==> config.mk <==
export PLATFORM = sky130hd
export DESIGN_NAME = mem_port_arbiter_flat
export DESIGN_NICKNAME = d
export VERILOG_FILES = /design/src/rtl/mem_port_arbiter_pkg.sv /design/src/rtl/mem_port_arbiter_if.sv /design/src/rtl/mux2.sv /design/src/rtl/rr_arb2.sv /design/src/rtl/mem_port_arbiter.sv /design/src/flat_wrapper.sv
export SDC_FILE = /design/constraint.sdc
export NUM_CORES = 1
export LEC_CHECK = 0
export CAP_MARGIN = 15
export CORE_MARGIN = 3
export CORE_UTILIZATION = 33
export CTS_CLUSTER_SIZE = 20
export DETAILED_ROUTE_END_ITERATION = 6
export PLACE_DENSITY_LB_ADDON = 0.15
export SYNTH_ARGS = -nofsm -noshare
export SYNTH_HDL_FRONTEND = slang
export SYNTH_HIERARCHICAL = 1
export SYNTH_SLANG_ARGS = --single-unit
==> constraint.sdc <==
create_clock -name clk -period 2.15 [get_ports clk]
set_input_delay 0.3225 -clock clk [delete_from_list [all_inputs] [get_ports clk]]
set_output_delay 0.3225 -clock clk [all_outputs]
set_load 0.05 [all_outputs]
==> src/rtl/mem_port_arbiter_pkg.sv <==
// mem_port_arbiter_pkg: FSM state encodings and port identifiers shared by the arbiter files
package mem_port_arbiter_pkg;
  localparam logic [1:0] ST_IDLE  = 2'd0;
  localparam logic [1:0] ST_ISSUE = 2'd1;
  localparam logic [1:0] ST_WAIT  = 2'd2;
  localparam logic [1:0] ST_RESP  = 2'd3;
  localparam logic PORT_D = 1'b0;
  localparam logic PORT_I = 1'b1;
endpackage

==> src/rtl/mem_port_arbiter_if.sv <==
// mem_port_arbiter_if: both request ports plus the shared memory bus
interface mem_port_arbiter_if #(parameter int WIDTH = 32);
  logic req0, req1, we0, we1;
  logic [WIDTH-1:0] addr0, addr1, wdata0, wdata1;
  logic gnt0, gnt1, rvalid0, rvalid1, owner, busy, mem_en, mem_we;
  logic [WIDTH-1:0] rdata, mem_addr, mem_wdata, mem_rdata;
  modport slave (
    input  req0, req1, we0, we1, addr0, addr1, wdata0, wdata1, mem_rdata,
    output gnt0, gnt1, rvalid0, rvalid1, rdata, owner, busy, mem_en, mem_we, mem_addr, mem_wdata
  );
  modport master (
    output req0, req1, we0, we1, addr0, addr1, wdata0, wdata1, mem_rdata,
    input  gnt0, gnt1, rvalid0, rvalid1, rdata, owner, busy, mem_en, mem_we, mem_addr, mem_wdata
  );
endinterface

==> src/rtl/mux2.sv <==
// mux2: two-input word multiplexer, b selected when sel is high
module mux2 #(parameter int WIDTH = 32) (
  input  logic [WIDTH-1:0] a_i,
  input  logic [WIDTH-1:0] b_i,
  input  logic             sel_i,
  output logic [WIDTH-1:0] y_o
);
  assign y_o = sel_i ? b_i : a_i;
endmodule

==> src/rtl/rr_arb2.sv <==
// rr_arb2: two-port winner select, round-robin on last_gnt or fixed priority to port 0
module rr_arb2 import mem_port_arbiter_pkg::*; #(parameter int FIXED_PRIO = 0) (
  input  logic en_i,
  input  logic req0_i,
  input  logic req1_i,
  input  logic last_gnt_i,
  output logic win_o,
  output logic gnt0_o,
  output logic gnt1_o
);
  assign win_o  = (req0_i && req1_i) ? ((FIXED_PRIO != 0) ? PORT_D : ~last_gnt_i)
                                     : (req1_i ? PORT_I : PORT_D);
  assign gnt0_o = en_i && req0_i && (win_o == PORT_D);
  assign gnt1_o = en_i && req1_i && (win_o == PORT_I);
endmodule

==> src/rtl/mem_port_arbiter.sv <==
// mem_port_arbiter: shares one single-ported memory between the data and instruction ports
module mem_port_arbiter import mem_port_arbiter_pkg::*; #(
  parameter int WIDTH      = 32,
  parameter int MEM_LAT    = 1,
  parameter int FIXED_PRIO = 0
) (
  input logic clk,
  input logic reset,
  mem_port_arbiter_if.slave bus
);
  localparam int CW = $clog2(MEM_LAT + 1);
  localparam logic [CW-1:0] CNT_INIT = CW'(MEM_LAT > 1 ? MEM_LAT - 2 : 0);
  if (MEM_LAT < 1 || MEM_LAT > 4) begin : g_bad_lat
    $error("mem_port_arbiter: MEM_LAT must be within 1..4");
  end
  logic [1:0] state_q, state_d;
  logic [CW-1:0] cnt_q, cnt_d;
  logic owner_q, owner_d, last_gnt_q, last_gnt_d, we_q, we_d;
  logic [WIDTH-1:0] addr_q, addr_d, wdata_q, wdata_d, addr_sel, wdata_sel;
  logic win, gnt0, gnt1, idle, issue, resp;
  // gnt is masked while reset is held so all outputs read 0 during reset
  assign idle  = (state_q == ST_IDLE) && !reset;
  assign issue = state_q == ST_ISSUE;
  assign resp  = state_q == ST_RESP;
  rr_arb2 #(.FIXED_PRIO(FIXED_PRIO)) u_arb (
    .en_i(idle), .req0_i(bus.req0), .req1_i(bus.req1), .last_gnt_i(last_gnt_q),
    .win_o(win), .gnt0_o(gnt0), .gnt1_o(gnt1)
  );
  mux2 #(.WIDTH(WIDTH)) u_addr_mux (.a_i(bus.addr0), .b_i(bus.addr1), .sel_i(win), .y_o(addr_sel));
  mux2 #(.WIDTH(WIDTH)) u_wdata_mux (.a_i(bus.wdata0), .b_i(bus.wdata1), .sel_i(win), .y_o(wdata_sel));
  always_comb begin
    state_d    = state_q;
    cnt_d      = cnt_q;
    owner_d    = owner_q;
    last_gnt_d = last_gnt_q;
    we_d       = we_q;
    addr_d     = addr_q;
    wdata_d    = wdata_q;
    if (gnt0 || gnt1) begin
      state_d    = ST_ISSUE;
      owner_d    = win;
      last_gnt_d = win;
      we_d       = win ? bus.we1 : bus.we0;
      addr_d     = addr_sel;
      wdata_d    = wdata_sel;
    end else if (issue) begin
      state_d = (MEM_LAT == 1) ? ST_RESP : ST_WAIT;
      cnt_d   = CNT_INIT;
    end else if (state_q == ST_WAIT) begin
      state_d = (cnt_q == '0) ? ST_RESP : ST_WAIT;
      cnt_d   = cnt_q - CW'(1);
    end else if (resp) begin
      state_d = ST_IDLE;
    end
  end
  always_ff @(posedge clk or posedge reset) begin
    if (reset) begin
      state_q    <= ST_IDLE;
      cnt_q      <= '0;
      owner_q    <= PORT_D;
      last_gnt_q <= PORT_I;
      we_q       <= 1'b0;
      addr_q     <= '0;
      wdata_q    <= '0;
    end else begin
      state_q    <= state_d;
      cnt_q      <= cnt_d;
      owner_q    <= owner_d;
      last_gnt_q <= last_gnt_d;
      we_q       <= we_d;
      addr_q     <= addr_d;
      wdata_q    <= wdata_d;
    end
  end
  assign bus.gnt0      = gnt0;
  assign bus.gnt1      = gnt1;
  assign bus.owner     = owner_q;
  assign bus.busy      = state_q != ST_IDLE;
  assign bus.mem_en    = issue;
  assign bus.mem_we    = issue && we_q;
  assign bus.mem_addr  = addr_q;
  assign bus.mem_wdata = wdata_q;
  assign bus.rvalid0   = resp && (owner_q == PORT_D);
  assign bus.rvalid1   = resp && (owner_q == PORT_I);
  assign bus.rdata     = resp ? bus.mem_rdata : '0;
endmodule
==> src/flat_wrapper.sv <==
// flat-port wrapper written by rule: the top's interface ports become plain ports
module mem_port_arbiter_flat import mem_port_arbiter_pkg::*;
#(
  parameter int WIDTH      = 32,
  parameter int MEM_LAT    = 1,
  parameter int FIXED_PRIO = 0
)
  (clk, reset, bus_req0, bus_req1, bus_we0, bus_we1, bus_addr0, bus_addr1, bus_wdata0, bus_wdata1, bus_mem_rdata, bus_gnt0, bus_gnt1, bus_rvalid0, bus_rvalid1, bus_rdata, bus_owner, bus_busy, bus_mem_en, bus_mem_we, bus_mem_addr, bus_mem_wdata);
  mem_port_arbiter_if #(.WIDTH(WIDTH)) bus_i ();
  input logic clk;
  input logic reset;
  input wire logic [$bits(bus_i.req0)-1:0] bus_req0;
  input wire logic [$bits(bus_i.req1)-1:0] bus_req1;
  input wire logic [$bits(bus_i.we0)-1:0] bus_we0;
  input wire logic [$bits(bus_i.we1)-1:0] bus_we1;
  input wire logic [$bits(bus_i.addr0)-1:0] bus_addr0;
  input wire logic [$bits(bus_i.addr1)-1:0] bus_addr1;
  input wire logic [$bits(bus_i.wdata0)-1:0] bus_wdata0;
  input wire logic [$bits(bus_i.wdata1)-1:0] bus_wdata1;
  input wire logic [$bits(bus_i.mem_rdata)-1:0] bus_mem_rdata;
  output wire logic [$bits(bus_i.gnt0)-1:0] bus_gnt0;
  output wire logic [$bits(bus_i.gnt1)-1:0] bus_gnt1;
  output wire logic [$bits(bus_i.rvalid0)-1:0] bus_rvalid0;
  output wire logic [$bits(bus_i.rvalid1)-1:0] bus_rvalid1;
  output wire logic [$bits(bus_i.rdata)-1:0] bus_rdata;
  output wire logic [$bits(bus_i.owner)-1:0] bus_owner;
  output wire logic [$bits(bus_i.busy)-1:0] bus_busy;
  output wire logic [$bits(bus_i.mem_en)-1:0] bus_mem_en;
  output wire logic [$bits(bus_i.mem_we)-1:0] bus_mem_we;
  output wire logic [$bits(bus_i.mem_addr)-1:0] bus_mem_addr;
  output wire logic [$bits(bus_i.mem_wdata)-1:0] bus_mem_wdata;
  assign bus_i.req0 = bus_req0;
  assign bus_i.req1 = bus_req1;
  assign bus_i.we0 = bus_we0;
  assign bus_i.we1 = bus_we1;
  assign bus_i.addr0 = bus_addr0;
  assign bus_i.addr1 = bus_addr1;
  assign bus_i.wdata0 = bus_wdata0;
  assign bus_i.wdata1 = bus_wdata1;
  assign bus_i.mem_rdata = bus_mem_rdata;
  assign bus_gnt0 = bus_i.gnt0;
  assign bus_gnt1 = bus_i.gnt1;
  assign bus_rvalid0 = bus_i.rvalid0;
  assign bus_rvalid1 = bus_i.rvalid1;
  assign bus_rdata = bus_i.rdata;
  assign bus_owner = bus_i.owner;
  assign bus_busy = bus_i.busy;
  assign bus_mem_en = bus_i.mem_en;
  assign bus_mem_we = bus_i.mem_we;
  assign bus_mem_addr = bus_i.mem_addr;
  assign bus_mem_wdata = bus_i.mem_wdata;
  mem_port_arbiter #(.WIDTH(WIDTH), .MEM_LAT(MEM_LAT), .FIXED_PRIO(FIXED_PRIO)) u_core (.clk(clk), .reset(reset), .bus(bus_i));
endmodule
==> results of run 1 <==
[where the power goes]
part / internal (mW) / leakage (nW) / switching (mW) / total [mW]
sequential: 2.00 / 0.838 / 0.362 / 2.36
clock: 0.984 / 0.151 / 0.545 / 1.53
combinational: 3.25 / 2.32 / 4.26 / 7.51
total: 6.23 / 3.31 / 5.17 / 11.4
[cell type report]
cell class,count,area (µm²),share of cell area
sequential,70,1750,0.227
inverter,5,18.8,0.00243
timing repair buffer,285,3250,0.421
clock buffer,12,267,0.0345
tap,168,210,0.0272
multi-input combinational,187,2170,0.282
clock inverter,3,42.5,0.00551
[final timing paths]
check	from	to	slack, ns
max	u_core/state_q[0]	bus_gnt0	0.14
min	reset	u_core/bus.mem_wdata[2]	0.42
max reg2reg	u_core/state_q[0]	u_core/bus.mem_wdata[26]	0.17
min reg2reg	u_core/bus.mem_addr[25]	u_core/bus.mem_addr[25]	0.50
max in group asynchronous	reset	u_core/bus.mem_wdata[11]	1.16
min in group clk	u_core/bus.mem_addr[25]	u_core/bus.mem_addr[25]	0.50
[sequential cells by signal (all words and copies together) (netlist names)]
| signal | count |
|---|---|
| u_core/bus.owner | 1 |
| u_core/state_q | 2 |
| u_core/cnt_q | 1 |
| u_core/bus.mem_wdata | 32 |
| u_core/bus.mem_addr | 32 |
| u_core/we_q | 1 |
| u_core/last_gnt_q | 1 |
[placed cells by master, fill, tap and decap left out]
cell,n
o311ai_0,1
mux2_2,53
dfstp_2,1
clkbuf_16,9
bufinv_16,1
dfrtp_1,69
a21oi_4,1
inv_1,4
nor3_1,2
mux2i_1,1
and2_2,1
nand2b_1,1
nor2b_1,1
or2_4,1
or4b_2,1
ha_1,4
nand2_2,1
mux2_4,78
a21oi_1,2
a21boi_4,1
clkbuf_8,3
buf_12,43
buf_4,12
o31ai_1,1
clkinv_2,1
clkinvlp_4,1
nor3b_1,1
nor2_2,1
clkdlybuf4s50_1,230
nor2_1,1
inv_2,1
and2_1,34
[cell families after synthesis]
group / after synthesis
flops: 70
mux: 132
buf+inv: 25
fa+ha+maj: 4
compound gates: 6
simple gates: 45
[repair_timing]
action                                  CTS  global route
endpoints found under the setup margin    0            22
endpoints found under the hold margin     0             0
gates resized for setup                   0             2
[layer usage]
| metal | share of wire | up-vias |
|---|---|---|
| li1 | - | 1536 |
| met5 | 0 | - |
| met4 | 0.015 | 0 |
| met3 | 0.064 | 14 |
| met2 | 0.55 | 125 |
| met1 | 0.37 | 1587 |
[worst max-delay path: cells and delay by family, from the launching register on]
| kind | cells | cell delay, ns |
|---|---|---|
| DFF | 1 | 0.40 |
| buffers and inverters | 4 | 0.46 |
| AOI/OAI and AO/OA | 1 | 0.13 |
| adders and majority gates | 1 | 0.16 |
| and+or+nand+nor | 2 | 0.21 |
[stage by stage]
stage,setup TNS [ns],std cells
2_1_floorplan,-15.94,282
3_3_place_gp,0,715
3_5_place_dp,-0.0630,715
4_1_cts,0,730
5_1_grt,0,730
6_report,0,730
==> key figures, run 1 <==
Status
  • Status: finished clean

Finish
  • Net count reported at finish: 728
  • # fillers: 974
  • Area Growth Syn to Fin: 86.6%
  • Final core occ: 0.637
  • Antenna Cells: 0
  • Final non-filler cell area: 7720 µm²
  • Fraction of layout cells with a size suffix above 1: 0.374

Floorplan
  • Width of the die: 118 µm
  • # IOs: 270
  • Initial Util: 0.342
  • Core box area: 12100 µm²
  • Cell row count: 40
  • Die Y-Extent: 118 µm
  • Die ar.: 13900 µm²

Synthesis
  • Post-Synth XOR/XNOR Area: 0
  • Mux contribution to synthesized area: 0.430
  • Compound-Gate Fraction of Synth Area: 0.0103
  • Synth Area in Adders: 0.0121
  • Synthesized area: 4140 µm²
  • Gate Count Post-Synth: 282
  • Register area share after synthesis: 0.424
  • Count leader, synth: mux2_4
  • Largest family of logic cells by synthesized area: multiplexers
  • Fraction of registers with async set/reset: 1.00
  • Synth cell types: 25
  • Post-synth net total: 452
  • Warnings from Yosys: 6
  • Post-synth EDFFs: 0
  • Avg Cell Area, Syn: 14.7 µm²
  • Simple-Gate Fraction of Synth Area: 0.0668
  • Flops & latches, synth: 70
  • Synth top area cells: dfrtp_1 (42%), mux2_4 (28%), mux2_2 (14%), and2_1 (5.3%), buf_12 (2.9%)
  • Synth cell count leaders: mux2_4 (78), dfrtp_1 (69), mux2_2 (53)
  • Yosys top cell by area: dfrtp_1
  • Ys flop type: dfrtp_1
  • Synth top area share: 0.417

Timing
  • Final hold viol count: 0
  • Final setup fails: 0
  • Slew at the pin with the worst max-slew slack: 0.559 ns
  • Tcrit/Tclk final: 0.937
  • Fin crit period: 2.01 ns
  • Final max-slew violation count: 0
  • Worst Skew: 0.00425 ns
  • RSZ-0062 raised after global routing: false
  • Fmax: 497 MHz
  • Max-Slew Margin vs Limit: 0.627
  • Final WS setup: 0.136 ns
  • WHS: 0.420 ns

Routing
  • Post-DRT Antenna Nets: 0
  • TritonRoute pass-1 iters: 4
  • Remaining DRCs: 0
  • Vias per cell: 4.47
  • Vias: 3262
  • Final wirelength: 12400 µm
  • Wire length per cell: 17.0 µm
  • Detailed Route Iter0 Violations: 142

GRT
  • Met1 GRT Util: 0.189
  • Vias in the first global route: 3511
  • GR Layer Usage met2: 0.340
  • Most used routing layer: met2
  • Initial antenna violation count: 0
  • GRT Util Overall: 0.179
  • Largest net degree at the start of global routing: 34
  • First-pass GRT wire length: 19500 µm
  • GR Overflow Total: 0
  • Met3 usage in global routing: 0.0500

Clock network
  • H-tree levels: 3
  • Clock Pin Slew Worst Setup and Hold Paths: 0.06 ns
  • Root buffer cell: clkbuf_16
  • CTS tree: built
  • Postcts setup bufs: 0
  • Cts-stage hold buffer count: 0
  • Clock Latency Late Sink: 0.33 ns
  • Clock buffer count from CTS: 9
  • Clock Sinks: 70
  • Clk buf depth: 2

Critical path
  • CP dominant cell by count: inv_1
  • Startpoint type of the worst setup path: flip-flop
  • Worst path max stage delay: 0.40 ns
  • Crit path max fanout: 4
  • Crit-path slowest cell: dfrtp_1
  • Worst EP required: 1.83 ns
  • CP Cell Sequence: inv_1, ha_1, inv_1, nor2_2, nand2_2, a21oi_4, buf_4, buf_12
  • Setup CP Type: flip-flop to output port
  • CP Capture Type: output port
  • Critical Path AT: 1.69 ns
  • Cells on worst reg2reg path: 9

Power and ir drop
  • LEAKAGE: 3.31 nW
  • PD cells: 1480 nW/µm²
  • Worst IR drop on VDD: 0.651 mV
  • Pwr Total: 11.4 mW

Place
  • Detail Placement HPWL: 10100 µm
  • GP Congestion: 0.764
  • Port Buf Inserts: 269
  • Pre-CTS setup slack: -0.0140 ns
  • Cell Area, Placed: 7400 µm²

Hold path
  • Worst Hold Class: input pin to asynchronous set/reset pin

Job
  • Maximum capacitance violations: 0
Power figures use the tool's default switching activity.
==> run 2, diff against run 1 <==
- CORE_MARGIN: 3 -> 8
==> run 2 against run 1 <==
  * Setup slack got worse by 0.042 ns
  * Power increased by 1.5%
  * Clock skew is 0.0018 ns higher
  * Sequential power barely moved
  * Critical endpoint unchanged
  * Highest routed layer unchanged
==> key figures, run 2 (synthesis results as in run 1) <==
Timing
  • Tcrit/Tclk final: 0.956 (was 0.937)
  • Final setup fails: 0 (unchanged)
  • Worst Skew: 0.00602 ns (was 0.00425 ns)
  • Max-Slew Margin vs Limit: 0.632 (was 0.627)
  • Fmax: 486 MHz (was 497 MHz)
  • Final hold viol count: 0 (unchanged)
  • Final max-slew violation count: 0 (unchanged)
  • Final WS setup: 0.0939 ns (was 0.136 ns)
  • Slew at the pin with the worst max-slew slack: 0.550 ns (was 0.559 ns)
  • RSZ-0062 raised after global routing: false (unchanged)
  • Fin crit period: 2.06 ns (was 2.01 ns)

Routing
  • Remaining DRCs: 0 (unchanged)
  • Detailed Route Iter0 Violations: 71 (was 142)
  • TritonRoute pass-1 iters: 4 (unchanged)
  • Vias: 3186 (was 3262)
  • Vias per cell: 4.36 (was 4.47)
  • Final wirelength: 13300 µm (was 12400 µm)
  • Wire length per cell: 18.2 µm (was 17.0 µm)
  • Post-DRT Antenna Nets: 0 (unchanged)

Clock network
  • Clk buf depth: 2 (unchanged)
  • Clock buffer count from CTS: 9 (unchanged)
  • H-tree levels: 3 (unchanged)
  • Clock Latency Late Sink: 0.32 ns (was 0.33 ns)
  • Clock Pin Slew Worst Setup and Hold Paths: 0.05 ns (was 0.06 ns)
  • CTS tree: built (unchanged)
  • Clock Sinks: 70 (unchanged)
  • Root buffer cell: clkbuf_16 (unchanged)

Power and ir drop
  • Pint: 6.34 mW (was 6.23 mW)
  • Power share of the combinational group: 0.653 (was 0.659)
  • PD cells: 1500 nW/µm² (was 1480 nW/µm²)
  • Worst IR drop on VDD: 0.566 mV (was 0.651 mV)
  • Sw Ratio: 0.452 (was 0.454)
  • NetSw: 5.22 mW (was 5.17 mW)
  • LEAKAGE: 3.30 nW (was 3.31 nW)
  • Clock share of power: 0.142 (was 0.134)
  • Seq pwr share: 0.205 (was 0.207)

Hold path
  • Worst Hold Class: input pin to asynchronous set/reset pin (unchanged)

Place
  • Detail Placement HPWL: 11100 µm (was 10100 µm)
  • Port Buf Inserts: 269 (unchanged)
  • Pre-CTS setup slack: -0.0165 ns (was -0.0140 ns)
  • GP Congestion: 0.770 (was 0.764)

Critical path
  • Crit path max fanout: 4 (unchanged)
  • Critical Path AT: 1.73 ns (was 1.69 ns)
  • R2r startpoint: u_core/state_q[0] (unchanged)
  • Startpoint type of the worst setup path: flip-flop (unchanged)
  • Worst EP required: 1.83 ns (about the same)
  • Setup CP Type: flip-flop to output port (unchanged)
  • CP Capture Type: output port (unchanged)
  • Worst setup startpoint: u_core/state_q[0] (unchanged)

Floorplan
  • Die Y-Extent: 128 µm (was 118 µm)
  • # IOs: 270 (unchanged)
  • Cell row count: 41 (was 40)
  • Core box area: 12400 µm² (was 12100 µm²)
  • Width of the die: 128 µm (was 118 µm)
  • Die ar.: 16400 µm² (was 13900 µm²)
  • Initial Util: 0.333 (was 0.342)

GRT
  • Vias in the first global route: 3623 (was 3511)
  • GR Overflow Total: 0 (unchanged)
  • Largest net degree at the start of global routing: 37 (was 34)
  • Initial antenna violation count: 0 (unchanged)
  • First-pass GRT wire length: 20600 µm (was 19500 µm)
  • GRT Util Overall: 0.161 (was 0.179)

Status
  • Status: finished clean (unchanged)

Finish
  • Final core occ: 0.621 (was 0.637)
  • Antenna Cells: 0 (unchanged)
  • # fillers: 999 (was 974)
  • Commonest non-fill, non-tap cell in the layout: clkdlybuf4s50_1 (unchanged)
  • Net count reported at finish: 724 (was 728)
  • Fraction of layout cells with a size suffix above 1: 0.369 (was 0.374)
  • Area Growth Syn to Fin: 86.4% (was 86.6%)
  • Commonest cells after routing, fill and taps aside: clkdlybuf4s50_1 (230), mux2_4 (78), dfrtp_1 (69), mux2_2 (53), buf_12 (41) (was clkdlybuf4s50_1 (230), mux2_4 (78), dfrtp_1 (69), mux2_2 (53), buf_12 (43))

Job
  • Maximum capacitance violations: 0 (unchanged)
## run 2: worst paths after layout
path	to	slack (ns)	cells past startpoint
min	u_core/bus.mem_wdata[7]	0.33	2
min reg2reg	u_core/bus.mem_addr[17]	0.50	1
max	bus_gnt0	0.09	8
max reg2reg	u_core/bus.mem_wdata[1]	0.15	9
min in group clk	u_core/bus.mem_addr[17]	0.50	1
max in group asynchronous	u_core/last_gnt_q	1.18	3
## run 2: per-layer routing
metal / GRT usage / wire (µm) / up-vias
met5: 0 / 0 / -
met3: 0.0453 / 788 / 10
li1: - / - / 1524
met4: 0.0559 / 235 / 0
met1: 0.164 / 4870 / 1530
met2: 0.308 / 7410 / 122
## run 2: area by class of cell
type / count / area, µm² / area share
Inverter: 5 / 18.8 / 0.00243
Timing Repair Buffer: 281 / 3200 / 0.415
Sequential cell: 70 / 1750 / 0.227
Tap cell: 172 / 215 / 0.0279
Clock buffer: 12 / 267 / 0.0346
Multi-Input combinational cell: 187 / 2180 / 0.283
Clock inverter: 4 / 77.6 / 0.0101
## run 2: worst max-delay path, stage by stage, from the launching register on
cell and delay [ns]:
dfrtp_1 0.42, inv_1 0.13, ha_1 0.16, inv_1 0.06, nor2_1 0.12, nand2_1 0.10
a21oi_4 0.13, buf_4 0.15, buf_12 0.13
## run 2: metrics by stage
step / setup TNS (ns) / area [µm²] / power (mW) / hold slack, ns / cells
after global routing: 0 / 7710 / 12.1 / 0.345 / 731
after floorplan: -15.94 / 4150 / 7.05 / 0.486 / 282
after detailed placement: -0.157 / 7350 / 10.0 / 0.494 / 715
final: 0 / 7710 / 11.6 / 0.328 / 731
after CTS: 0 / 7700 / 11.7 / 0.327 / 731
after global placement: 0 / 7350 / 9.88 / 0.490 / 715
## run 2: power by group through the flow
stage          combinational [mW]  clock [mW]  sequential [mW]
2_1_floorplan                2.54           0             4.51
3_3_place_gp                 7.54           0             2.35
3_5_place_dp                 7.62           0             2.38
4_1_cts                      7.64        1.70             2.37
5_1_grt                      7.85        1.76             2.47
6_report                     7.55        1.65             2.37
## run 2: repair_timing
action,in CTS,in global routing
resized for setup,1,1
buffers inserted,0,0
setup endpoints to repair,34,1
hold buffers,0,0
==> run 3, diff against run 2 <==
- CELL_PAD_IN_SITES_DETAIL_PLACEMENT: unset -> 0
- CELL_PAD_IN_SITES_GLOBAL_PLACEMENT: unset -> 1
- CORE_UTILIZATION: 33 -> 25
==> run 3 against run 2 <==
  * Setup slack better by 0.068 ns
  * Combinational power about the same
  * Sequential cell count unchanged
  * Clock-buffer cell count up 1
  * Die area up 28%
  * Non-clock buffer count up 1
  * Critical path type unchanged
  * Largest cell class unchanged
==> key figures, run 3 (synthesis results as in run 1) <==
Status
  • Status: finished clean (unchanged)

Finish
  • # fillers: 1477 (was 999)
  • Non-Filler Instances: 780 (was 731)
  • Commonest cells after routing, fill and taps aside: clkdlybuf4s50_1 (230), mux2_4 (78), dfrtp_1 (69), mux2_2 (53), buf_12 (41) (unchanged)
  • Net count reported at finish: 725 (was 724)
  • Antenna Cells: 0 (unchanged)
  • Final core occ: 0.470 (was 0.621)
  • Area Growth Syn to Fin: 86.2% (was 86.4%)
  • Commonest non-fill, non-tap cell in the layout: clkdlybuf4s50_1 (unchanged)
  • Fraction of layout cells with a size suffix above 1: 0.368 (was 0.369)

Critical path
  • Crit path max fanout: 4 (unchanged)
  • Setup CP Type: flip-flop to output port (unchanged)
  • Critical Path AT: 1.67 ns (was 1.73 ns)
  • Startpoint type of the worst setup path: flip-flop (unchanged)
  • Cells on worst reg2reg path: 9 (unchanged)
  • Worst path max stage delay: 0.41 ns (was 0.42 ns)
  • Crit-path slowest cell: dfrtp_1 (unchanged)
  • CP dominant cell by count: inv_1 (unchanged)
  • R2r setup slk: 0.23 ns (was 0.15 ns)
  • Worst EP required: 1.83 ns (about the same)
  • R2r startpoint: u_core/state_q[1] (was u_core/state_q[0])
  • Worst r2r dst: u_core/bus.mem_addr[20] (was u_core/bus.mem_wdata[1])
  • CP Cell Sequence: inv_1, ha_1, inv_1, nor2_2, nand2_1, a21oi_4, buf_4, buf_12 (was inv_1, ha_1, inv_1, nor2_1, nand2_1, a21oi_4, buf_4, buf_12)
  • CP Capture Type: output port (unchanged)

Clock network
  • Clock Pin Slew Worst Setup and Hold Paths: 0.05 ns (about the same)
  • Clock Latency Late Sink: 0.34 ns (was 0.32 ns)
  • Root buffer cell: clkbuf_16 (unchanged)
  • CTS tree: built (unchanged)
  • Postcts setup bufs: 0 (unchanged)
  • Post_cts resized: 0 (was 1)
  • H-tree levels: 3 (unchanged)
  • Clock Sinks: 70 (unchanged)
  • Clk buf depth: 2 (unchanged)
  • Clock buffer count from CTS: 9 (unchanged)
  • Cts-stage hold buffer count: 0 (unchanged)

Timing
  • Fin crit period: 1.99 ns (was 2.06 ns)
  • Tcrit/Tclk final: 0.925 (was 0.956)
  • RSZ-0062 raised after global routing: false (unchanged)
  • WHS: 0.432 ns (was 0.328 ns)
  • Final setup fails: 0 (unchanged)
  • Final hold viol count: 0 (unchanged)
  • Worst Skew: 0.00910 ns (was 0.00602 ns)
  • Final max-slew violation count: 0 (unchanged)
  • Max-Slew Margin vs Limit: 0.609 (was 0.632)
  • Fmax: 503 MHz (was 486 MHz)
  • Slew at the pin with the worst max-slew slack: 0.587 ns (was 0.550 ns)

Floorplan
  • Initial Util: 0.252 (was 0.333)
  • Die ar.: 20900 µm² (was 16400 µm²)
  • # IOs: 270 (unchanged)
  • Core box area: 16400 µm² (was 12400 µm²)
  • Cell row count: 47 (was 41)
  • Die Y-Extent: 145 µm (was 128 µm)
  • Width of the die: 145 µm (was 128 µm)

Routing
  • Vias per cell: 4.06 (was 4.36)
  • TritonRoute pass-1 iters: 4 (unchanged)
  • Post-DRT Antenna Nets: 0 (unchanged)
  • Vias: 3164 (was 3186)
  • Remaining DRCs: 0 (unchanged)
  • Final wirelength: 13300 µm (about the same)
  • Detailed Route Iter0 Violations: 74 (was 71)
  • Wire length per cell: 17.1 µm (was 18.2 µm)

Place
  • Post-Place Cells: 764 (was 715)
  • Port Buf Inserts: 269 (unchanged)
  • Detail Placement HPWL: 10900 µm (was 11100 µm)
  • GP Congestion: 0.755 (was 0.770)

GRT
  • GR Overflow Total: 0 (unchanged)
  • First-pass GRT wire length: 19300 µm (was 20600 µm)
  • GRT Util Overall: 0.122 (was 0.161)
  • Vias in the first global route: 3503 (was 3623)
  • Largest net degree at the start of global routing: 45 (was 37)
  • Initial antenna violation count: 0 (unchanged)

Power and ir drop
  • Worst IR drop on VDD: 0.507 mV (was 0.566 mV)
  • LEAKAGE: 3.28 nW (was 3.30 nW)
  • Pwr Total: 11.3 mW (was 11.6 mW)
  • PD cells: 1460 nW/µm² (was 1500 nW/µm²)

Hold path
  • Worst Hold Class: input pin to asynchronous set/reset pin (unchanged)

Job
  • Maximum capacitance violations: 0 (unchanged)
==> run 3: power breakdown <==
group	total (mW)	switching, mW	internal [mW]
sequential	2.35	0.350	1.99
clock	1.39	0.548	0.842
combinational	7.52	4.29	3.23
==> run 3: final cells by class <==
| cell class | count | area (µm²) | share of cell area |
|---|---|---|---|
| sequential | 70 | 1750 | 0.228 |
| timing repair buffer | 282 | 3210 | 0.416 |
| clock inverter | 3 | 18.8 | 0.00244 |
| tap | 220 | 275 | 0.0357 |
| multi-input combinational | 187 | 2170 | 0.282 |
| clock buffer | 13 | 260 | 0.0338 |
| inverter | 5 | 18.8 | 0.00244 |
==> run 3: worst max-delay path by stage <==
stage | from | to | slack (ns)
2_1_floorplan | u_core/state_q[0] | u_core/bus.mem_wdata[10] | -0.29
3_5_place_dp | bus_req0 | u_core/bus.mem_addr[29] | 0.002
5_1_grt | u_core/state_q[1] | bus_gnt0 | 0.03
3_3_place_gp | bus_req1 | u_core/bus.mem_wdata[31] | 0.03
6_report | u_core/state_q[1] | bus_gnt0 | 0.16
4_1_cts | u_core/state_q[0] | bus_gnt0 | 0.07
==> run 3: layer usage <==
layer / up-vias / GRT usage / part of all wire
met4: 0 / 0.0361 / 0.0092
met5: - / 0 / 0
li1: 1535 / - / -
met2: 123 / 0.230 / 0.55
met3: 7 / 0.0442 / 0.075
met1: 1499 / 0.122 / 0.36
==> run 3: through the flow <==
step	setup TNS, ns	setup slack, ns	cell area [µm²]
floorplan	-15.94	-0.291	4150
global placement	0	0.0342	7420
detailed placement	0	0.00187	7420
CTS	0	0.0707	7700
global route	0	0.0251	7700
finish	0	0.162	7700
==> run 3: worst max-delay path: cells and delay by family, from the launching register on <==
| family | cells | cell delay, ns |
|---|---|---|
| buf+inv | 4 | 0.42 |
| flops | 1 | 0.41 |
| simple gates | 2 | 0.21 |
| compound gates | 1 | 0.13 |
| fa+ha+maj | 1 | 0.14 |
